### src/rtl/uart_rx_if.sv
// Receive-side UART bundle: serial line in, recovered byte and status pulses out.
// The slave modport is the receiver; the master modport is the line driver / consumer.
interface uart_rx_if;
  logic       rx;
  logic [7:0] rx_data_out;
  logic       rx_done;
  logic       frame_err;
  logic       parity_err;
  logic       rx_busy;

  modport slave (
    input  rx,
    output rx_data_out, rx_done, frame_err, parity_err, rx_busy
  );

  modport master (
    output rx,
    input  rx_data_out, rx_done, frame_err, parity_err, rx_busy
  );
endinterface

### src/rtl/uart_rx.sv
// UART receiver: 8-N-1 frames timed by a clock-per-bit counter, mid-bit sampling.
// Define UART_RX_PARITY_EN to add an even-parity bit (11-bit frames) and a live parity_err.
module uart_rx #(
  parameter int CLKS_PER_BIT = 87
) (
  input  logic     clk,
  input  logic     rst,
  uart_rx_if.slave bus
);

  localparam int                CNT_W = $clog2(CLKS_PER_BIT);
  localparam logic [CNT_W-1:0] HALF  = CNT_W'((CLKS_PER_BIT - 1) / 2);
  localparam logic [CNT_W-1:0] LAST  = CNT_W'(CLKS_PER_BIT - 1);

  typedef enum logic [2:0] {
    S_IDLE,
    S_START,
    S_DATA,
`ifdef UART_RX_PARITY_EN
    S_PARITY,
`endif
    S_STOP,
    S_WAIT_HIGH
  } state_e;

  state_e            state_q, state_d;
  logic [1:0]        sync_q;
  logic              rxs;
  logic [CNT_W-1:0]  cnt_q, cnt_d;
  logic [2:0]        idx_q, idx_d;
  logic [7:0]        sh_q, sh_d;
  logic [7:0]        data_q, data_d;
  logic              done_q, done_d;
  logic              ferr_q, ferr_d;
`ifdef UART_RX_PARITY_EN
  logic              perr_q, perr_d;
  logic              pbad_q, pbad_d;
`endif

  // Two-flop synchronizer; resets to the idle (high) line level so reset never looks like a start bit.
  always_ff @(posedge clk or negedge rst) begin
    if (!rst) sync_q <= 2'b11;
    else      sync_q <= {sync_q[0], bus.rx};
  end

  assign rxs = sync_q[1];

  // NOTE: sequential state uses non-blocking (<=) so every flop samples pre-edge values, independent of statement order.
  always_ff @(posedge clk or negedge rst) begin
    if (!rst) begin
      state_q <= S_IDLE;
      cnt_q   <= '0;
      idx_q   <= '0;
      sh_q    <= '0;
      data_q  <= '0;
      done_q  <= 1'b0;
      ferr_q  <= 1'b0;
`ifdef UART_RX_PARITY_EN
      perr_q  <= 1'b0;
      pbad_q  <= 1'b0;
`endif
    end else begin
      state_q <= state_d;
      cnt_q   <= cnt_d;
      idx_q   <= idx_d;
      sh_q    <= sh_d;
      data_q  <= data_d;
      done_q  <= done_d;
      ferr_q  <= ferr_d;
`ifdef UART_RX_PARITY_EN
      perr_q  <= perr_d;
      pbad_q  <= pbad_d;
`endif
    end
  end

  always_comb begin
    // NOTE: every output of this block gets a default first; a path that skips an assignment would infer a latch.
    state_d = state_q;
    cnt_d   = cnt_q;
    idx_d   = idx_q;
    sh_d    = sh_q;
    data_d  = data_q;
    done_d  = 1'b0;
    ferr_d  = 1'b0;
`ifdef UART_RX_PARITY_EN
    perr_d  = 1'b0;
    pbad_d  = pbad_q;
`endif

    unique case (state_q)
      S_IDLE: begin
        if (!rxs) begin
          state_d = S_START;
          cnt_d   = '0;
        end
      end

      S_START: begin
        // A low that has vanished by mid start bit is a glitch, not a frame.
        if (cnt_q == HALF) begin
          cnt_d = '0;
          if (!rxs) begin
            state_d = S_DATA;
            idx_d   = '0;
          end else begin
            state_d = S_IDLE;
          end
        end else begin
          cnt_d = cnt_q + 1'b1;
        end
      end

      S_DATA: begin
        if (cnt_q == LAST) begin
          cnt_d       = '0;
          sh_d[idx_q] = rxs;
          if (idx_q == 3'd7) begin
`ifdef UART_RX_PARITY_EN
            state_d = S_PARITY;
`else
            state_d = S_STOP;
`endif
          end else begin
            idx_d = idx_q + 3'd1;
          end
        end else begin
          cnt_d = cnt_q + 1'b1;
        end
      end

`ifdef UART_RX_PARITY_EN
      S_PARITY: begin
        if (cnt_q == LAST) begin
          cnt_d   = '0;
          pbad_d  = rxs ^ (^sh_q);
          state_d = S_STOP;
        end else begin
          cnt_d = cnt_q + 1'b1;
        end
      end
`endif

      S_STOP: begin
        // Deciding at mid stop bit leaves half a bit of slack to catch a back-to-back start edge.
        if (cnt_q == LAST) begin
          cnt_d = '0;
          if (rxs) begin
            state_d = S_IDLE;
`ifdef UART_RX_PARITY_EN
            if (pbad_q) begin
              perr_d = 1'b1;
            end else
`endif
            begin
              data_d = sh_q;
              done_d = 1'b1;
            end
          end else begin
            ferr_d  = 1'b1;
            state_d = S_WAIT_HIGH;
          end
        end else begin
          cnt_d = cnt_q + 1'b1;
        end
      end

      S_WAIT_HIGH: begin
        // A break (line held low) must not look like a stream of new start bits.
        if (rxs) state_d = S_IDLE;
      end

      default: state_d = S_IDLE;
    endcase
  end

  assign bus.rx_data_out = data_q;
  assign bus.rx_done     = done_q;
  assign bus.frame_err   = ferr_q;
`ifdef UART_RX_PARITY_EN
  assign bus.parity_err  = perr_q;
`else
  assign bus.parity_err  = 1'b0;
`endif
  assign bus.rx_busy     = (state_q != S_IDLE);

endmodule

### src/flat_wrapper.sv
// flat-port wrapper written by rule: the top's interface ports become plain ports
module uart_rx_flat 
#(
  parameter int CLKS_PER_BIT = 87
)
  (clk, rst, bus_rx, bus_rx_data_out, bus_rx_done, bus_frame_err, bus_parity_err, bus_rx_busy);
  uart_rx_if bus_i ();
  input  logic clk;
  input  logic rst;
  input wire logic [$bits(bus_i.rx)-1:0] bus_rx;
  output wire logic [$bits(bus_i.rx_data_out)-1:0] bus_rx_data_out;
  output wire logic [$bits(bus_i.rx_done)-1:0] bus_rx_done;
  output wire logic [$bits(bus_i.frame_err)-1:0] bus_frame_err;
  output wire logic [$bits(bus_i.parity_err)-1:0] bus_parity_err;
  output wire logic [$bits(bus_i.rx_busy)-1:0] bus_rx_busy;
  assign bus_i.rx = bus_rx;
  assign bus_rx_data_out = bus_i.rx_data_out;
  assign bus_rx_done = bus_i.rx_done;
  assign bus_frame_err = bus_i.frame_err;
  assign bus_parity_err = bus_i.parity_err;
  assign bus_rx_busy = bus_i.rx_busy;
  uart_rx #(.CLKS_PER_BIT(CLKS_PER_BIT)) u_core (.clk(clk), .rst(rst), .bus(bus_i));
endmodule
### config.mk
export PLATFORM = sky130hd
export DESIGN_NAME = uart_rx_flat
export DESIGN_NICKNAME = d
export VERILOG_FILES = /design/src/rtl/uart_rx_if.sv /design/src/rtl/uart_rx.sv /design/src/flat_wrapper.sv
export SDC_FILE = /design/constraint.sdc
export NUM_CORES = 1
export LEC_CHECK = 0
export ABC_AREA = 1
export CAP_MARGIN = 20
export CORE_UTILIZATION = 51
export DETAILED_ROUTE_END_ITERATION = 10
export PLACE_DENSITY = 0.75
export SYNTH_ARGS = -nofsm -noshare
export SYNTH_HDL_FRONTEND = slang
export SYNTH_SLANG_ARGS = --single-unit
### constraint.sdc
create_clock -name clk -period 1.5 [get_ports clk]
set_clock_uncertainty 0.2 [all_clocks]
set_input_delay 0.3 -clock clk [delete_from_list [all_inputs] [get_ports clk]]
set_output_delay 0.3 -clock clk [all_outputs]
set_load 0.05 [all_outputs]
* Word-level counts from Yosys, hierarchy flattened
Index checks and enable logic that the tools add are counted.
Operators by class: equal/unequal tests 15, reduce and logical (&&, ||, !) cells 11, add/sub/neg operators 2, $lt $le $gt $ge 2, muxes and demuxes 27
Operator list (number):
- $mux 3 | 11
- $mux 7 | 3
- $pmux 7 s3 | 1
- $pmux 3 s5 | 1
- $ne 2x1->1 const B | 5
- $bwmux 8 | 1
- $add 7x1->7 const B | 1
- $eq 7x6->1 const B | 1
- $eq 7x7->1 const B | 1
- $mux 1 | 7
- $eq 3x2->1 const B | 2
- $eq 3x3->1 const B | 2
- $ne 2x2->1 const B | 3
- $pmux 3 s2 | 1
- $reduce_and 6->1 | 1
- $reduce_bool 3->1 | 2
- $reduce_and 5->1 | 1
- $lt 3x4->1 const B | 1
- $reduce_and 2->1 | 2
- $add 3x1->3 const B | 1
- $demux 1 s3 | 1
- $eq 3x1->1 const B | 1
- $ge 3x1->1 const B | 1
- $logic_not 3->1 | 1
- other kinds (5) | 5
Word-level totals: bits of input ports 3, output and inout bits 12, register bits after elaboration 33

* Depth between registers and ports, before layout
Gate-level depths: netlist of run 1.
depth after elaboration 5, depth in mapped cells 10

* Worst setup path after synthesis of run 1
No wires, ideal clock.
path kind register to register, from register u_core.cnt_q[0], to register u_core.sh_q[4], stages on the path, launching flop included 11, required time 1.183 ns, path buffers 1, setup slack -0.089 ns, data arrival time 1.272 ns, period minus slack after synthesis 1.589 ns, path through dfrtp_1 inv_1 ha_1 nand2_1 inv_1 nand3_1 nor2_4 buf_6 nand3_2 nand2_1 nand2_1
On the way: cells in the longest elaborated chain, start to end 2
Ends and longest elaborated chain:
- from (decl) | RTL line uart_rx.sv:29 | logic [CNT_W-1:0] cnt_q, cnt_d;
- from (signal assigned) | RTL line uart_rx.sv:64 | cnt_q <= cnt_d;
- $eq 7x7->1 | RTL line uart_rx.sv:115 | if (cnt_q == LAST) begin
- $reduce_and 2->1 (no source line)
- to (signal assigned) | RTL line uart_rx.sv:54 | sh_q <= '0;
- to (signal assigned) | RTL line uart_rx.sv:66 | sh_q <= sh_d;
- to (decl) | RTL line uart_rx.sv:31 | logic [7:0] sh_q, sh_d;
Every way passes these cells. A chain may end at the register's enable or synchronous reset.

* Worst setup path in the final report of run 1
from register u_core.cnt_q[1], to register u_core.sh_q[0]
The elaborated chain is that of the path after synthesis.

==> flow_metrics.tcl, run 1 <==
set metrics [dict create \
    synth_seq_area_share_pct 48.3 \
    syn_area_sq_mm 0.00171 \
    route.detailed.wl_per_inst_um 16.1 \
    setup_total_negative_slack_ps -5160 \
    worst_hold_path_type "in -> async" \
    cts.sinks 33 \
    grt_overflow 0 \
    slew_violations 0 \
    antenna_found_initial 0 \
    setup.worst_path.class "reg -> reg" \
    placed_cell_area_sq_mm 0.00216 \
    timing.max_cap.violations 0 \
    report.final.setup_viol 31 \
    swShare_pct 41.7 \
    ios 15 \
    antenna-diode-count 0 \
    comb_power_share_pct 48.0 \
    net_total_in_the_final_layout 276 \
    start_util_pct 54.8 \
    iteration_0_drc_count_of_the_detailed_router 126 \
    post_synth_num_cell_types 25 \
    rr_endpoint "u_core.sh_q[0]$_DFFE_PN0P_" \
    htree_levels 2 \
    via_per_inst 5.51 \
    number_of_synthesis_warnings 0 \
    numPortBuffers 13 \
    pwr_density_cell_mw_per_mm2 1160 \
    n_fill_cell 165 \
    critical_path_required_ps 1590 \
    place_hpwl_um 2730 \
    critical_path.max_stage_delay_ps 450 \
    path_clk_slew_ps 110 \
    worst-path-max-fanout 4 \
    grt_max_degree 22 \
    final_layout_size_suffix_gt1_share_pct 43.0 \
    tritoncts.num_buffers 5 \
    vdd_drop_max_uv 1460 \
    leakage_nw 1.26 \
    die_h_um 60.0 \
    data_arrival_time_of_the_worst_path_ps 1840 \
    hold_viol 0 \
    cell_internal_pwr_mw 1.74 \
    totalPowerFinal_mw 2.99 \
    pwr-share-clk_pct 17.0 \
    regToRegSetupSlack_ps -250 \
    first_global_vias 1698 \
    power.share.sequential_pct 34.9 \
    final_antenna_net_count 0 \
    synth-async-reset-ratio_pct 100 \
    critPathBufInv 2 \
    stdcell_count 314 \
    post_route_standard_cell_area_excluding_fillers_sq_mm 0.00258 \
    layout-area-overhead-vs-synth_pct 50.3 \
    post_synth_most_frequent_cells "sky130_fd_sc_hd__nand2_1 (77), sky130_fd_sc_hd__dfrtp_1 (31), sky130_fd_sc_hd__nand3_1 (20), sky130_fd_sc_hd__nor2_1 (18), sky130_fd_sc_hd__inv_1 (16)" \
    ctsHoldBuffers 0 \
    finalWorstPathRequiredPeriod_ps 1750 \
    syn-instance-count 214 \
    yosys_most_used_dff "sky130_fd_sc_hd__dfrtp_1" \
    clockRootBuffer "sky130_fd_sc_hd__clkbuf_4" \
    wirelength_um 5050 \
    post_synth_top_area_cell "sky130_fd_sc_hd__dfrtp_1" \
    synthTopCellsByArea "sky130_fd_sc_hd__dfrtp_1 (45%), sky130_fd_sc_hd__nand2_1 (17%), sky130_fd_sc_hd__nand3_1 (5.8%), sky130_fd_sc_hd__nand4_1 (4.4%), sky130_fd_sc_hd__nor2_1 (3.9%)" \
    startpoint "u_core.cnt_q[1]$_DFFE_PN0P_" \
    rows 20 \
    critical_path.top_delay_family "simple AND/OR/NAND/NOR gates" \
    drc 0 \
    outcome "finished, violations left" \
    post-synth-top-area-fraction_pct 45.3 \
    dr_total_vias 1730 \
    synthesis.nets 221 \
    switchingPower_mw 1.25 \
    synth_enable_flop_cells 0 \
    clk-insertion-delay-late_ps 350 \
    number_of_cells_on_the_worst_reg_to_reg_path 8 \
    cts.path.max_buffers 2 \
    first_pass_grt_wire_length_um 7580 \
    critical_path.slowest_cell "sky130_fd_sc_hd__dfrtp_2" \
    syn_area_per_cell_sq_um 8.01 \
    timing.final.ws_setup_ps -250 \
    die-area_sq_mm 0.00360 \
    worstPathCellList "ha_4 -> nand2_2 -> inv_2 -> nand3_4 -> nor2_4 -> buf_6 -> nand4_1 -> nand2_1" \
    die_x_um 60.0 \
    period_share_pct 117 \
    core_area_sq_mm 0.00313 \
    placed_cells_incl_taps 289 \
    cts_tree "yes" \
    yosys_register_bits 33 \
    synth_most_common_cell "sky130_fd_sc_hd__nand2_1" \
    crit-reg2reg-launch "u_core.cnt_q[1]$_DFFE_PN0P_" \
    track_usage_pct 29.4 \
    max_clock_freq_mhz 571 \
    rsz0062_at_grt "true" \
    gp_routability_congestion 0.903 \
    drt_pass1_iterations 4 \
    critPathCaptureType "flip-flop" \
    failed_checks "setup timing" \
    timing.critical_path.from_type "flip-flop" \
]
registers in the layout (all words and copies together) (netlist names):
name	flops
u_core.cnt_q	7
u_core.sync_q	2
u_core.bus.rx_data_out	8
u_core.idx_q	3
u_core.state_q	3
u_core.sh_q	8
u_core.bus.rx_done	1
u_core.bus.frame_err	1
cells by family after synthesis:
kind of cell | after synthesis | synth area share (%)
flip-flops | 33 | 48.3
AO/OA/AOI/OAI | 6 | 2.63
other | 1 | 0.219
adder cells (fa/ha/maj) | 4 | 2.92
buffers and inverters | 27 | 7.08
AND/OR/NAND/NOR | 143 | 38.8
cell usage in the layout (no fill, tap or decap), drive strengths merged:
cell type,n
dfstp,2
nand3,23
clkbuf,6
nor2,25
a21oi,2
conb,1
buf,48
clkinv,2
o21ai,4
clkdlybuf4s50,2
inv,22
dfrtp,31
nor3,2
ha,4
clkinvlp,2
nand4,14
nand2,80
stage by stage:
stage / hold WS [ps] / util [%] / setup slack (ps)
finish: 76.3 / 82.4 / -250
global route: 80.0 / 82.4 / -314
CTS: 88.8 / 79.2 / -184
detailed placement: 148 / 69.2 / -203
global placement: 147 / 69.2 / -146
floorplan: -196 / - / -39.3
power groups by stage:
stage / sequential (mW) / clock (mW) / combinational (mW)
after floorplan: 1.05 / 0 / 0.643
after global placement: 1.06 / 0 / 0.958
after detailed placement: 1.06 / 0 / 0.970
after CTS: 1.05 / 0.505 / 1.25
after global routing: 1.05 / 0.544 / 1.54
final: 1.04 / 0.508 / 1.43
what timing repair did:
action                                  CTS  global route
pin swaps                                18             9
endpoints found under the setup margin   30            32
gates cloned                              2             1
setup buffers                            10             4
resized for setup                        41            10
routing by layer:
layer | vias up | part of all wire, % | routed length, um | GRT usage, %
met5 | - | 0 | 0 | 0
met4 | 0 | 5.1 | 256 | 15.6
met3 | 29 | 6.6 | 331 | 8.01
met2 | 85 | 48 | 2430 | 47.9
met1 | 829 | 40 | 2030 | 35.3
li1 | 787 | - | - | -
worst max-delay path by stage:
stage | to | slack (ps) | cells after the start
after CTS | bus_rx_busy | -180 | 4
after detailed placement | u_core.sh_q[0]$_DFFE_PN0P_ | -200 | 9
after floorplan | u_core.sh_q[4]$_DFFE_PN0P_ | -40 | 10
after global routing | u_core.sh_q[0]$_DFFE_PN0P_ | -310 | 9
final | u_core.sh_q[0]$_DFFE_PN0P_ | -250 | 8
after global placement | u_core.sh_q[1]$_DFFE_PN0P_ | -150 | 9
final cells by class:
type,count,area [sq um],area share (%)
sequential,33,832,32.3
timing repair buffer,51,582,22.6
timing repair inverter,1,7.51,0.291
clock buffer,5,37.5,1.46
tap,44,55.1,2.14
clock inverter,3,17.5,0.680
multi-input combinational,155,955,37.1
inverter,22,90.1,3.50
Power figures use the tool's default switching activity.
==> run 2: changes to the inputs <==
--- a/config.mk
+++ b/config.mk
@@ -6,6 +6,7 @@
 export NUM_CORES = 1
 export LEC_CHECK = 0
 export ABC_AREA = 1
+export ABC_CLOCK_PERIOD_IN_PS = 1500
 export CAP_MARGIN = 20
 export CORE_UTILIZATION = 51
 export DETAILED_ROUTE_END_ITERATION = 10
==> results of run 2 <==
The final DEF is identical to that of run 1; final timing and power are the same.
==> run 3: changes to the inputs <==
--- a/config.mk
+++ b/config.mk
@@ -10,6 +10,7 @@
 export CAP_MARGIN = 20
 export CORE_UTILIZATION = 51
 export DETAILED_ROUTE_END_ITERATION = 10
+export GPL_ROUTABILITY_DRIVEN = 0
 export PLACE_DENSITY = 0.75
 export SYNTH_ARGS = -nofsm -noshare
 export SYNTH_HDL_FRONTEND = slang
==> run 3 against run 2 <==
Against the previous run:
- the run still ends with setup timing left
- combinational power increased by 11%
- first-iteration DRC count increased by 17%
- total power increased by 5.4%
- register-to-register slack improved by 40 ps
- sequential power about the same
- largest power group unchanged
- global-route usage decreased by 0.50 points
- non-clock buffer count decreased by 1
- critical path depth unchanged
==> flow_metrics.tcl, run 3 (synthesized netlist as in run 1, its figures left out) <==
set metrics [dict create \
    antenna-diode-count 0 \
    start_util_pct 54.8 \
    failed_checks "setup timing" \
    net_total_in_the_final_layout 275 \
    cell_internal_pwr_mw 1.80 \
    core_area_sq_mm 0.00313 \
    report.final.setup_viol 31 \
    worst-path-max-fanout 7 \
    power.share.sequential_pct 33.3 \
    swShare_pct 42.8 \
    totalPowerFinal_mw 3.15 \
    dpl_worst_slack_ps -183 \
    period_share_pct 114 \
    critical_path.slowest_cell "sky130_fd_sc_hd__dfrtp_2" \
    pwr_density_cell_mw_per_mm2 1210 \
    placed_cells_incl_taps 289 \
    ios 15 \
    iteration_0_drc_count_of_the_detailed_router 148 \
    grt_most_used_layer "met2" \
    max_clock_freq_mhz 583 \
    htree_levels 2 \
    layout_commonest_cell "sky130_fd_sc_hd__nand2_1" \
    first_global_vias 1566 \
    crit_top_cell "sky130_fd_sc_hd__nand2_1" \
    timing.final.ws_setup_ps -215 \
    final_layout_size_suffix_gt1_share_pct 44.2 \
    route.detailed.wl_per_inst_um 17.4 \
    grt_max_degree 22 \
    setup_total_negative_slack_ps -4960 \
    tritoncts.num_buffers 5 \
    die_x_um 60.0 \
    timing.max_cap.violations 0 \
    number_of_cells_on_the_worst_reg_to_reg_path 8 \
    track_usage_pct 28.9 \
    setup.worst_path.class "reg -> reg" \
    die-area_sq_mm 0.00360 \
    worst_hold_path_type "in -> async" \
    clk-insertion-delay-late_ps 350 \
    data_arrival_time_of_the_worst_path_ps 1760 \
    stdcell_count 313 \
    rsz0062_at_grt "true" \
    drt_pass1_iterations 4 \
    rows 20 \
    layout-area-overhead-vs-synth_pct 51.6 \
    grt_overflow 0 \
    final_antenna_net_count 0 \
    cts_tree "yes" \
    hold_viol 0 \
    wirelength_um 5440 \
    slew_violations 0 \
    pwr-share-clk_pct 16.3 \
    numPortBuffers 13 \
    leakage_nw 1.30 \
    finalWorstPathRequiredPeriod_ps 1710 \
    timing.critical_path.from_type "flip-flop" \
    first_pass_grt_wire_length_um 7310 \
    clockRootBuffer "sky130_fd_sc_hd__clkbuf_4" \
    antenna_found_initial 0 \
    cts.sinks 33 \
    critical_path_required_ps 1540 \
    worstPathCellList "inv_2 -> nor2_1 -> nand3_4 -> nor2_4 -> buf_12 -> nand3_1 -> nand2_1 -> nand2_1" \
    via_per_inst 5.69 \
    critical_path.max_stage_delay_ps 450 \
    drc 0 \
    met2_usage_pct 47.8 \
    critPathCaptureType "flip-flop" \
    vdd_drop_max_uv 1240 \
    path_clk_slew_ps 120 \
    globalRouteMet1Util_pct 33.8 \
    cts.path.max_buffers 2 \
    met3_usage_pct 8.44 \
    die_h_um 60.0 \
    outcome "finished, violations left" \
    dr_total_vias 1781 \
    switchingPower_mw 1.35 \
    most-common-layout-cells "sky130_fd_sc_hd__nand2_1 (61), sky130_fd_sc_hd__buf_4 (30), sky130_fd_sc_hd__dfrtp_1 (29), sky130_fd_sc_hd__nor2_1 (16)" \
    comb_power_share_pct 50.4 \
    place_hpwl_um 2710 \
]
## run 3: worst paths after layout
path                                        startpoint  slack (ps)                     endpoint
min in group clk                                bus_rx         150   u_core.sync_q[0]$_DFF_PN1_
max in group asynchronous                          rst         750   u_core.sh_q[0]$_DFFE_PN0P_
min                                                rst          90  u_core.cnt_q[6]$_DFFE_PN0P_
max                        u_core.cnt_q[2]$_DFFE_PN0P_        -210   u_core.sh_q[0]$_DFFE_PN0P_
min reg2reg                 u_core.sync_q[0]$_DFF_PN1_         160   u_core.sync_q[1]$_DFF_PN1_
max reg2reg                u_core.cnt_q[2]$_DFFE_PN0P_        -210   u_core.sh_q[0]$_DFFE_PN0P_
## run 3: timing repair
action / 4_1_cts / 5_1_grt
pin swaps: 15 / 10
gates cloned: 2 / 1
hold buffers: 0 / 0
endpoints found under the setup margin: 30 / 32
setup buffers: 9 / 4
resized for setup: 35 / 24
## run 3: critical path: cells and delay by family (launching register included)
family	cells	cell delay, ps
AND/OR/NAND/NOR	6	750
flip-flops	1	450
buffers and inverters	2	200
## run 3: per-stage QoR
step | cell area [sq um] | hold WS [ps] | util, %
after global routing | 2600 | 109 | 83.1
after CTS | 2450 | 93.0 | 78.2
after floorplan | 1730 | -196 | -
final | 2600 | 90.7 | 83.1
after global placement | 2160 | 146 | 69.2
after detailed placement | 2160 | 149 | 69.2
## run 3: routing by layer
metal / up-vias / wire length [um]
met5: - / 0
met4: 0 / 183
met3: 23 / 399
met2: 103 / 2800
met1: 864 / 2050
li1: 791 / -
## run 3: cell type report
class / count / area (sq um)
clock buffer: 5 / 37.5
clock inverter: 3 / 17.5
fill: 149 / 529
inverter: 22 / 95.1
multi-input combinational: 155 / 985
sequential: 33 / 831
tap: 44 / 55.1
timing repair buffer: 50 / 571
timing repair inverter: 1 / 7.51
## run 3: power by group through the flow
stage | Combinational, mW | Sequential [mW] | Clock, mW
6_report | 1.59 | 1.05 | 0.513
5_1_grt | 1.69 | 1.05 | 0.566
4_1_cts | 1.35 | 1.04 | 0.505
3_5_place_dp | 0.971 | 1.06 | 0
3_3_place_gp | 0.962 | 1.05 | 0
2_1_floorplan | 0.643 | 1.05 | 0
